[src/rtl/rgu_spi_pkg.sv]
// Shared types and constants for the RGU SPI master.
package rgu_spi_pkg;

  typedef enum logic [2:0] {
    IDLE,
    LEAD,
    SHIFT,
    TRAIL,
    GUARD
  } spi_state_e;

  localparam int RGU_SPI_NUM_CS = 8;
  localparam logic [RGU_SPI_NUM_CS-1:0] RGU_SPI_CS_IDLE = 8'hFF;

endpackage

[src/rtl/rgu_spi_clkgen.sv]
// Prescaler: paces every FSM phase in CLK_DIV-cycle steps and marks
// sclk rise/fall points while shifting.
module rgu_spi_clkgen #(
  parameter int unsigned CLK_DIV = 4
) (
  input  logic clk,
  input  logic rst,
  input  logic en,
  input  logic shift,
  output logic tick_rise,
  output logic tick_fall,
  output logic phase_done
);

  logic [7:0] cnt;
  logic       ph;

  assign phase_done = en && (cnt == 8'(CLK_DIV - 1));
  // ph tracks the sclk level this window ends on, so alternate windows rise/fall
  assign tick_rise  = phase_done && shift && !ph;
  assign tick_fall  = phase_done && shift && ph;

  always_ff @(posedge clk or posedge rst) begin
    if (rst) begin
      cnt <= '0;
      ph  <= 1'b0;
    end else begin
      if (!en || phase_done) cnt <= '0;
      else                   cnt <= cnt + 8'd1;
      if (!shift)          ph <= 1'b0;
      else if (phase_done) ph <= ~ph;
    end
  end

endmodule

[src/rtl/rgu_spi_master.sv]
// SPI mode-0 master: 1..DATA_W-bit transfers to one of eight active-low
// chip selects, with start/busy/done handshake and registered pins.
module rgu_spi_master
  import rgu_spi_pkg::*;
#(
  parameter int unsigned DATA_W  = 32,
  parameter int unsigned CLK_DIV = 4
) (
  input  logic                        clk,
  input  logic                        rst,
  input  logic                        start,
  input  logic [2:0]                  cs_sel,
  input  logic [$clog2(DATA_W)-1:0]   len,
  input  logic [DATA_W-1:0]           tx_data,
  output logic                        busy,
  output logic                        done,
  output logic [DATA_W-1:0]           rx_data,
  output logic                        sclk,
  output logic [RGU_SPI_NUM_CS-1:0]   cs,
  output logic                        mosi,
  input  logic                        miso
);

  localparam int unsigned LW = $clog2(DATA_W);

  spi_state_e        state;
  logic [LW-1:0]     idx;
  logic [DATA_W-1:0] txsr;
  logic [DATA_W-1:0] rxsr;
  logic              tick_rise;
  logic              tick_fall;
  logic              phase_done;

  rgu_spi_clkgen #(
    .CLK_DIV(CLK_DIV)
  ) u_clkgen (
    .clk       (clk),
    .rst       (rst),
    .en        (state != IDLE),
    .shift     (state == SHIFT),
    .tick_rise (tick_rise),
    .tick_fall (tick_fall),
    .phase_done(phase_done)
  );

  always_ff @(posedge clk or posedge rst) begin
    if (rst) begin
      state   <= IDLE;
      busy    <= 1'b0;
      done    <= 1'b0;
      rx_data <= '0;
      sclk    <= 1'b0;
      cs      <= RGU_SPI_CS_IDLE;
      mosi    <= 1'b0;
      idx     <= '0;
      txsr    <= '0;
      rxsr    <= '0;
    end else begin
      done <= 1'b0;
      unique case (state)
        IDLE: begin
          if (start) begin
            // len-1 wraps to DATA_W-1 when len==0, giving the full-width count
            state <= LEAD;
            busy  <= 1'b1;
            cs    <= ~(RGU_SPI_NUM_CS'(1) << cs_sel);
            idx   <= len - LW'(1);
            txsr  <= tx_data;
            rxsr  <= '0;
            mosi  <= tx_data[len - LW'(1)];
          end
        end
        LEAD: begin
          if (phase_done) state <= SHIFT;
        end
        SHIFT: begin
          if (tick_rise) begin
            sclk <= 1'b1;
            rxsr <= {rxsr[DATA_W-2:0], miso};
          end
          if (tick_fall) begin
            sclk <= 1'b0;
            if (idx == '0) begin
              state <= TRAIL;
            end else begin
              idx  <= idx - LW'(1);
              mosi <= txsr[idx - LW'(1)];
            end
          end
        end
        TRAIL: begin
          if (phase_done) begin
            state   <= GUARD;
            cs      <= RGU_SPI_CS_IDLE;
            mosi    <= 1'b0;
            done    <= 1'b1;
            rx_data <= rxsr;
          end
        end
        GUARD: begin
          if (phase_done) begin
            state <= IDLE;
            busy  <= 1'b0;
          end
        end
        default: state <= IDLE;
      endcase
    end
  end

endmodule

[config.mk]
export PLATFORM = sky130hd
export DESIGN_NAME = rgu_spi_master
export DESIGN_NICKNAME = d
export VERILOG_FILES = /design/src/rtl/rgu_spi_pkg.sv /design/src/rtl/rgu_spi_clkgen.sv /design/src/rtl/rgu_spi_master.sv
export SDC_FILE = /design/constraint.sdc
export NUM_CORES = 1
export LEC_CHECK = 0
export CAP_MARGIN = 25
export CELL_PAD_IN_SITES_DETAIL_PLACEMENT = 1
export CELL_PAD_IN_SITES_GLOBAL_PLACEMENT = 1
export CORE_UTILIZATION = 35
export CTS_BUF_LIST = sky130_fd_sc_hd__clkbuf_8
export DETAILED_ROUTE_END_ITERATION = 6
export PLACE_DENSITY_LB_ADDON = 0.1
export SETUP_SLACK_MARGIN = 0.2
export SLEW_MARGIN = 10
export SYNTH_ARGS = -nofsm -noshare
export SYNTH_HDL_FRONTEND = slang
export SYNTH_HIERARCHICAL = 1
export SYNTH_SLANG_ARGS = --single-unit
[constraint.sdc]
create_clock -name clk -period 5.3 [get_ports clk]
set_clock_uncertainty 0.1 [all_clocks]
set_input_delay 1.06 -clock clk [delete_from_list [all_inputs] [get_ports clk]]
set_output_delay 1.06 -clock clk [all_outputs]
set_load 0.01 [all_outputs]
==> results of run 1 <==
-- kinds of logic (layout without fill, tap and decap cells) --
family	count (synthesis)	after routing	share of synthesized area (%)
AND/OR/NAND/NOR	137	137	10.8
flip-flops	125	125	55.3
multiplexers	87	87	20.6
AO/OA/AOI/OAI	77	77	7.81
buffers and inverters	41	142	2.93
XOR/XNOR	10	10	1.88
adder cells (fa/ha/maj)	3	3	0.662
-- cell usage after synthesis, types with 2 or more instances --
master,n,area [µm²]
o21ai_0,39,195
xor2_1,6,52.6
or3_1,4,25.0
xnor2_1,3,26.3
mux2i_1,4,40.0
a21oi_1,13,65.1
dfrtp_1,117,2930
a41oi_1,2,17.5
dfstp_2,8,210
nor3_1,3,15.0
inv_1,15,56.3
nand2_1,82,308
o21ai_1,4,20.0
nor2_1,26,97.6
buf_2,7,35.0
a31oi_1,7,43.8
nand2b_1,2,12.5
ha_1,3,37.5
a2111oi_0,2,17.5
nor2b_1,4,25.0
clkbuf_1,16,60.1
mux2_2,66,743
nand3_1,6,30.0
mux4_2,17,383
-- how the worst min path moves through the flow --
| stage | cells after the start | end | slack [ns] | start |
|---|---|---|---|---|
| 2_1_floorplan | 2 | rxsr[31]$_DFFE_PP0P_ | 0.35 | rxsr[31]$_DFFE_PP0P_ |
| 6_report | 2 | rxsr[31]$_DFFE_PP0P_ | 0.40 | rxsr[31]$_DFFE_PP0P_ |
| 3_5_place_dp | 1 | txsr[1]$_DFFE_PP0P_ | 0.39 | txsr[1]$_DFFE_PP0P_ |
| 5_1_grt | 1 | rx_data[30]$_DFFE_PP0P_ | 0.42 | rx_data[30]$_DFFE_PP0P_ |
| 4_1_cts | 1 | txsr[1]$_DFFE_PP0P_ | 0.41 | txsr[1]$_DFFE_PP0P_ |
| 3_3_place_gp | 2 | rxsr[31]$_DFFE_PP0P_ | 0.37 | rxsr[31]$_DFFE_PP0P_ |
-- power breakdown --
group | total (mW) | leakage, nW | internal, mW | switching (mW)
sequential | 1.37 | 1.62 | 1.19 | 0.179
clock | 0.871 | 0.209 | 0.478 | 0.394
combinational | 1.05 | 1.24 | 0.542 | 0.512
-- cell usage in the layout, fill, tap and decap left out, types with 4 or more instances in the layout --
cell | netlist | routed
xor2_1 | 6 | 6
nand2_1 | 82 | 82
o21ai_0 | 39 | 39
mux4_2 | 17 | 17
a21oi_1 | 13 | 12
inv_1 | 15 | 14
dfrtp_1 | 117 | 117
or3_1 | 4 | 4
mux2i_1 | 4 | 4
nand3_1 | 6 | 5
clkbuf_8 | 0 | 18
clkinv_2 | 0 | 4
o21ai_1 | 4 | 4
nor2_1 | 26 | 25
mux2_2 | 66 | 66
clkinv_4 | 0 | 4
clkdlybuf4s50_1 | 0 | 87
nor2b_1 | 4 | 4
a31oi_1 | 7 | 7
dfstp_2 | 8 | 8
buf_4 | 1 | 6
-- stage by stage --
step                      utilization (%)  setup WS [ns]  cell area [µm²]
after global routing                 45.5           1.37             7200
after floorplan                         -           1.08             5670
after detailed placement             42.8           1.14             6770
final                                45.5           1.64             7200
after global placement               42.8           1.31             6770
after CTS                            45.4           1.66             7190
-- sequential cells by signal, indices dropped and copies added (netlist names) --
signal / flops
busy: 1
cs: 8
done: 1
idx: 5
mosi: 1
rx_data: 32
rxsr: 32
sclk: 1
state: 3
txsr: 32
u_clkgen/cnt: 8
u_clkgen/ph: 1
-- critical path, delay by kind of cell --
family,cells,cell delay (ns)
adders and majority gates,1,0.58
buffers and inverters,2,1.04
AOI/OAI and AO/OA,3,0.68
and+or+nand+nor,1,0.17
muxes,1,0.36
-- area by class of cell --
class                      count  area, µm²  area share (%)
clock buffer                  18        248            3.44
clock inverter                14        169            2.34
inverter                      16       62.6           0.869
multi-input combinational    314       2380            33.1
sequential                   125       3140            43.6
tap                          216        270            3.75
timing repair buffer          94        931            12.9
-- metal layers --
| layer | part of all wire [%] | vias up | track usage [%] | wire [µm] |
|---|---|---|---|---|
| li1 | - | 1863 | - | - |
| met1 | 46 | 2015 | 24.0 | 6210 |
| met2 | 49 | 73 | 29.3 | 6640 |
| met3 | 4.4 | 15 | 4.87 | 593 |
| met4 | 1.1 | 0 | 6.02 | 155 |
| met5 | 0 | - | 0 | 0 |
==> run_summary.xml, run 1 <==
<?xml version="1.0" encoding="UTF-8"?>
<metrics>
  <group name="setup_path">
    <metric name="worst_setup_path_end_kind" unit="">flip-flop</metric>
    <metric name="critPathSlowestCell" unit="">clkdlybuf4s50_1</metric>
    <metric name="reg2reg_slack" unit="ns">2.26</metric>
    <metric name="path_cells" unit="">clkdlybuf4s50_1 -&gt; inv_1 -&gt; ha_1 -&gt; mux4_2 -&gt; and2b_1 -&gt; a2111oi_0 -&gt; a2111o_1 -&gt; a32oi_1</metric>
    <metric name="timing.critical_path.slowest_cell_delay" unit="ns">0.94</metric>
    <metric name="worst_r2r_path_depth" unit="">9</metric>
    <metric name="setup.worst_path.end" unit="">mosi$_DFFE_PP0P_</metric>
    <metric name="worstPathRequired" unit="ns">5.52</metric>
    <metric name="crit-reg2reg-capture" unit="">rxsr[24]$_DFFE_PP0P_</metric>
    <metric name="worstSetupStartpointType" unit="">input port</metric>
    <metric name="worst_ep_arrival_time" unit="ns">3.89</metric>
    <metric name="startpoint" unit="">len[0]</metric>
    <metric name="worst_reg2reg_path_startpoint" unit="">state[1]$_DFFE_PP0P_</metric>
    <metric name="critical_path_class" unit="">input port to flip-flop</metric>
    <metric name="crit_path_max_fanout" unit="">11</metric>
  </group>
  <group name="grt">
    <metric name="grt_antenna_before_repair" unit="">0</metric>
    <metric name="first_global_vias" unit="">4188</metric>
    <metric name="wire_length_of_the_first_global_routing_pass" unit="mm">23.0</metric>
    <metric name="grt_max_degree" unit="">65</metric>
    <metric name="global_route.usage.total" unit="%">18.3</metric>
    <metric name="grt-ovfl-total" unit="">0</metric>
  </group>
  <group name="route">
    <metric name="remaining_routing_drc_violations" unit="">0</metric>
    <metric name="detail_route.wirelength" unit="mm">13.6</metric>
    <metric name="vias" unit="">3966</metric>
    <metric name="avgViaCountPerCell" unit="">4.98</metric>
    <metric name="route.antenna.remaining_nets" unit="">0</metric>
    <metric name="first_pass_iters" unit="">4</metric>
    <metric name="route.detailed.wl_per_inst" unit="µm">17.1</metric>
    <metric name="drt_iter0_drc" unit="">159</metric>
  </group>
  <group name="clock_network">
    <metric name="cts_tree" unit="">built</metric>
    <metric name="cts.sink_count" unit="">125</metric>
    <metric name="cts-buffers-inserted" unit="">17</metric>
    <metric name="clock_latency" unit="ns">0.44</metric>
    <metric name="clk_pin_slew_worst_paths" unit="ns">0.08</metric>
    <metric name="htreeDepth" unit="">4</metric>
    <metric name="cts_hold_buffers" unit="">0</metric>
    <metric name="cts-root-buf" unit="">clkbuf_8</metric>
    <metric name="post_cts.resized_instances" unit="">0</metric>
    <metric name="cts_setup_buffers" unit="">0</metric>
    <metric name="max_clock_buf_depth" unit="">2</metric>
  </group>
  <group name="synth">
    <metric name="synth_enable_flop_cells" unit="">0</metric>
    <metric name="synth_flop_cell" unit="">dfrtp_1</metric>
    <metric name="syn_inst" unit="">480</metric>
    <metric name="post_synth_cell_types" unit="">48</metric>
    <metric name="ys_async_sr_fraction" unit="%">100</metric>
    <metric name="synthesis.area" unit="µm²">5670</metric>
    <metric name="synth.yosys.seq_area_share" unit="%">55.3</metric>
    <metric name="syn_area_per_cell" unit="µm²">11.8</metric>
    <metric name="syn_nets" unit="">527</metric>
    <metric name="synth_seq_cells" unit="">125</metric>
    <metric name="yosys_warnings" unit="">6</metric>
  </group>
  <group name="power_and_ir_drop">
    <metric name="finalPower" unit="mW">3.29</metric>
    <metric name="ir_worst_vdd" unit="µV">204</metric>
    <metric name="p_per_area" unit="nW/µm²">457</metric>
    <metric name="leakagePower" unit="nW">3.07</metric>
  </group>
  <group name="floorplan">
    <metric name="design.die.area" unit="µm²">16700</metric>
    <metric name="fp.coreArea" unit="µm²">15800</metric>
    <metric name="die_height" unit="µm">129</metric>
    <metric name="chipWidth" unit="µm">129</metric>
    <metric name="top_level_ports" unit="">88</metric>
    <metric name="row_count" unit="">46</metric>
    <metric name="floorplan.initialDensity" unit="%">35.8</metric>
  </group>
  <group name="sta">
    <metric name="setup_viol_count_final" unit="">0</metric>
    <metric name="rsz_0062_raised_after_global_routing" unit="">no</metric>
    <metric name="fin_crit_sh" unit="%">69.1</metric>
    <metric name="whs" unit="ns">0.402</metric>
    <metric name="tightest_slew" unit="ns">0.972</metric>
    <metric name="fmax" unit="MHz">273</metric>
    <metric name="maxSlewHeadroom" unit="%">34.8</metric>
    <metric name="maxSlewViolCount" unit="">0</metric>
    <metric name="period_minus_slack" unit="ns">3.66</metric>
    <metric name="final_total_negative_setup_slack" unit="ns">0</metric>
    <metric name="finalHoldViolCount" unit="">0</metric>
  </group>
  <group name="placement">
    <metric name="numPortBuffers" unit="">87</metric>
    <metric name="gp_routability_congestion" unit="">0.768</metric>
    <metric name="dp_hpwl" unit="mm">9.28</metric>
    <metric name="place.detailed.instances" unit="">764</metric>
  </group>
  <group name="final_layout">
    <metric name="area_delta_synth_final" unit="%">27.0</metric>
    <metric name="fin_nets" unit="">615</metric>
    <metric name="final.fill_count" unit="">1685</metric>
    <metric name="layoutNonFillerInstCount" unit="">797</metric>
    <metric name="diodes" unit="">0</metric>
    <metric name="layout-drive-gt1-share" unit="%">24.6</metric>
  </group>
  <group name="job">
    <metric name="drv_cap" unit="">0</metric>
  </group>
  <group name="min_path">
    <metric name="worstHoldPathType" unit="">flip-flop to flip-flop</metric>
  </group>
  <group name="run_status">
    <metric name="run_status" unit="">finished clean</metric>
  </group>
</metrics>
Power figures use the tool's default switching activity.
==> run 2, diff against run 1 <==
==> constraint.sdc (replaced) <==
create_clock -name clk -period 3.3 [get_ports clk]
set_clock_uncertainty 0.1 [all_clocks]
set_input_delay 0.66 -clock clk [delete_from_list [all_inputs] [get_ports clk]]
set_output_delay 0.66 -clock clk [all_outputs]
set_load 0.01 [all_outputs]
==> run_summary.xml, run 2 (synthesized netlist as in run 1, its figures left out) <==
<?xml version="1.0" encoding="UTF-8"?>
<metrics>
  <group name="clock_network">
    <metric name="cts_setup_buffers" unit="">0</metric>
    <metric name="cts-root-buf" unit="">clkbuf_8</metric>
    <metric name="cts.sink_count" unit="">125</metric>
    <metric name="htreeDepth" unit="">4</metric>
    <metric name="cts_tree" unit="">built</metric>
    <metric name="clk_pin_slew_worst_paths" unit="ns">0.08</metric>
    <metric name="clock_latency" unit="ns">0.44</metric>
    <metric name="max_clock_buf_depth" unit="">2</metric>
    <metric name="cts-buffers-inserted" unit="">17</metric>
    <metric name="cts_hold_buffers" unit="">0</metric>
  </group>
  <group name="route">
    <metric name="avgViaCountPerCell" unit="">4.94</metric>
    <metric name="route.antenna.remaining_nets" unit="">0</metric>
    <metric name="route.detailed.wl_per_inst" unit="µm">16.9</metric>
    <metric name="vias" unit="">3956</metric>
    <metric name="first_pass_iters" unit="">4</metric>
    <metric name="drt_iter0_drc" unit="">134</metric>
    <metric name="remaining_routing_drc_violations" unit="">0</metric>
    <metric name="detail_route.wirelength" unit="mm">13.6</metric>
  </group>
  <group name="setup_path">
    <metric name="crit_path_max_fanout" unit="">9</metric>
    <metric name="critPathSlowestCell" unit="">ha_1</metric>
    <metric name="worstSetupStartpointType" unit="">input port</metric>
    <metric name="critical_path_buf_inv_count" unit="">2</metric>
    <metric name="critical_path_class" unit="">input port to flip-flop</metric>
    <metric name="worstPathRequired" unit="ns">3.51</metric>
    <metric name="path_cells" unit="">clkdlybuf4s50_1 -&gt; inv_1 -&gt; ha_1 -&gt; mux4_2 -&gt; and2b_1 -&gt; a2111oi_0 -&gt; a2111o_1 -&gt; a32oi_1</metric>
    <metric name="worst_setup_path_end_kind" unit="">flip-flop</metric>
    <metric name="cp_top_family" unit="">compound AO/OA/AOI/OAI gates</metric>
    <metric name="worst_ep_arrival_time" unit="ns">3.02</metric>
    <metric name="timing.critical_path.slowest_cell_delay" unit="ns">0.54</metric>
  </group>
  <group name="power_and_ir_drop">
    <metric name="swShare" unit="%">31.3</metric>
    <metric name="power_frac_seq" unit="%">38.8</metric>
    <metric name="cellInternalPower" unit="mW">3.82</metric>
    <metric name="leakagePower" unit="nW">3.15</metric>
    <metric name="switchingPower" unit="mW">1.74</metric>
    <metric name="share_clk_of_total_power" unit="%">29.0</metric>
    <metric name="power.share.combinational" unit="%">32.2</metric>
    <metric name="p_per_area" unit="nW/µm²">756</metric>
    <metric name="ir_worst_vdd" unit="µV">317</metric>
  </group>
  <group name="sta">
    <metric name="rsz_0062_raised_after_global_routing" unit="">no</metric>
    <metric name="maxSlewViolCount" unit="">0</metric>
    <metric name="maxSlewHeadroom" unit="%">33.8</metric>
    <metric name="fmax" unit="MHz">356</metric>
    <metric name="whs" unit="ns">0.404</metric>
    <metric name="finalHoldViolCount" unit="">0</metric>
    <metric name="setup_viol_count_final" unit="">0</metric>
    <metric name="tightest_slew" unit="ns">0.987</metric>
    <metric name="period_minus_slack" unit="ns">2.81</metric>
    <metric name="final_total_negative_setup_slack" unit="ns">0</metric>
    <metric name="fin_crit_sh" unit="%">85.1</metric>
  </group>
  <group name="grt">
    <metric name="grt_antenna_before_repair" unit="">0</metric>
    <metric name="first_global_vias" unit="">4335</metric>
    <metric name="wire_length_of_the_first_global_routing_pass" unit="mm">23.0</metric>
    <metric name="global_route.usage.total" unit="%">18.2</metric>
    <metric name="grt-ovfl-total" unit="">0</metric>
    <metric name="grt_max_degree" unit="">54</metric>
  </group>
  <group name="floorplan">
    <metric name="floorplan.initialDensity" unit="%">35.8</metric>
    <metric name="fp.coreArea" unit="µm²">15800</metric>
    <metric name="row_count" unit="">46</metric>
    <metric name="design.die.area" unit="µm²">16700</metric>
    <metric name="chipWidth" unit="µm">129</metric>
    <metric name="die_height" unit="µm">129</metric>
    <metric name="top_level_ports" unit="">88</metric>
  </group>
  <group name="job">
    <metric name="drv_cap" unit="">0</metric>
  </group>
  <group name="run_status">
    <metric name="run_status" unit="">finished clean</metric>
  </group>
  <group name="final_layout">
    <metric name="area_delta_synth_final" unit="%">29.7</metric>
    <metric name="diodes" unit="">0</metric>
    <metric name="final.fill_count" unit="">1654</metric>
    <metric name="layout.cells.most_common" unit="">dfrtp_1</metric>
    <metric name="fin_nets" unit="">619</metric>
    <metric name="leading_cell_types_in_the_layout_fill_and_taps_excluded" unit="">dfrtp_1, clkdlybuf4s50_1, nand2_1</metric>
    <metric name="largest_registers" unit="">rx_data (32), rxsr (32), txsr (32)</metric>
    <metric name="layout-drive-gt1-share" unit="%">25.1</metric>
  </group>
  <group name="placement">
    <metric name="dp_hpwl" unit="mm">9.47</metric>
    <metric name="gp_routability_congestion" unit="">0.766</metric>
    <metric name="numPortBuffers" unit="">87</metric>
  </group>
  <group name="min_path">
    <metric name="worstHoldPathType" unit="">flip-flop to flip-flop</metric>
  </group>
</metrics>
==> run 2: changes by cell type in the layout (fill, tap and decap cells not counted), sizes merged <==
cell and delta:
buf +4, bufinv +2, clkbuf +4, clkinv -5, inv -1
==> run 2: final timing paths <==
| path | cells after the start | from | to | slack (ns) |
|---|---|---|---|---|
| max | 8 | len[1] | mosi$_DFFE_PP0P_ | 0.49 |
| min | 1 | rx_data[22]$_DFFE_PP0P_ | rx_data[22]$_DFFE_PP0P_ | 0.40 |
| max reg2reg | 10 | state[2]$_DFFE_PP0P_ | mosi$_DFFE_PP0P_ | 0.52 |
| min reg2reg | 1 | rx_data[22]$_DFFE_PP0P_ | rx_data[22]$_DFFE_PP0P_ | 0.40 |
| max in group asynchronous | 3 | rst | cs[3]$_DFFE_PP1P_ | 1.90 |
| min in group asynchronous | 2 | rst | u_clkgen/cnt[4]$_DFF_PP0_ | 0.51 |
==> run 2: power groups by stage <==
| stage | combinational, mW | sequential [mW] | clock (mW) |
|---|---|---|---|
| global placement | 1.73 | 2.15 | 0 |
| finish | 1.79 | 2.16 | 1.61 |
| floorplan | 1.23 | 2.12 | 0 |
| detailed placement | 1.79 | 2.18 | 0 |
| global route | 1.96 | 2.21 | 1.73 |
| CTS | 1.80 | 2.16 | 1.66 |
==> run 2: per-stage QoR <==
| stage | utilization (%) | instance area [µm²] | worst slack [ns] | total power [mW] | cells |
|---|---|---|---|---|---|
| 2_1_floorplan | - | 5670 | 0.569 | 3.35 | 480 |
| 3_3_place_gp | 43.2 | 6840 | 0.149 | 3.89 | 768 |
| 3_5_place_dp | 43.2 | 6840 | 0.0206 | 3.98 | 768 |
| 4_1_cts | 46.3 | 7330 | 0.381 | 5.62 | 800 |
| 5_1_grt | 46.5 | 7360 | 0.239 | 5.90 | 801 |
| 6_report | 46.5 | 7360 | 0.490 | 5.56 | 801 |
==> run 2: layer usage <==
| layer | track usage (%) | share of wire [%] | up-vias |
|---|---|---|---|
| li1 | - | - | 1863 |
| met1 | 23.0 | 46 | 2018 |
| met2 | 29.9 | 49 | 62 |
| met3 | 5.24 | 4.6 | 13 |
| met4 | 5.95 | 0.94 | 0 |
| met5 | 0 | 0 | - |
==> run 2: layout make-up <==
cell class | instances | area (µm²) | share of cell area (%)
Clock buffer | 22 | 303 | 4.12
Timing Repair Buffer | 98 | 1010 | 13.7
Clock inverter | 10 | 184 | 2.50
Multi-Input combinational cell | 314 | 2380 | 32.4
Inverter | 16 | 63.8 | 0.867
Tap cell | 216 | 270 | 3.67
Sequential cell | 125 | 3140 | 42.7
==> run 2: repair_timing <==
action                                 4_1_cts  5_1_grt
endpoints found under the hold margin        0        0
setup endpoints to repair                    0        1
gates resized for setup                      0        1
==> run 2: worst register-to-register path: stages (launching register included) <==
cell,delay [ns]
dfrtp_1,0.49
nor2b_1,0.19
nand2_1,0.22
inv_2,0.11
buf_4,0.25
and3_1,0.25
o21ai_0,0.09
a22oi_1,0.18
or3b_2,0.50
a21oi_1,0.15
a32oi_1,0.12
==> run 3, diff against run 2 <==
--- a/config.mk
+++ b/config.mk
@@ -11,6 +11,7 @@
 export CORE_UTILIZATION = 35
 export CTS_BUF_LIST = sky130_fd_sc_hd__clkbuf_8
 export DETAILED_ROUTE_END_ITERATION = 6
+export GPL_ROUTABILITY_DRIVEN = 0
 export PLACE_DENSITY_LB_ADDON = 0.1
 export SETUP_SLACK_MARGIN = 0.2
 export SLEW_MARGIN = 10
==> results of run 3 <==
Final layout, timing and power as in run 2 (identical DEF).
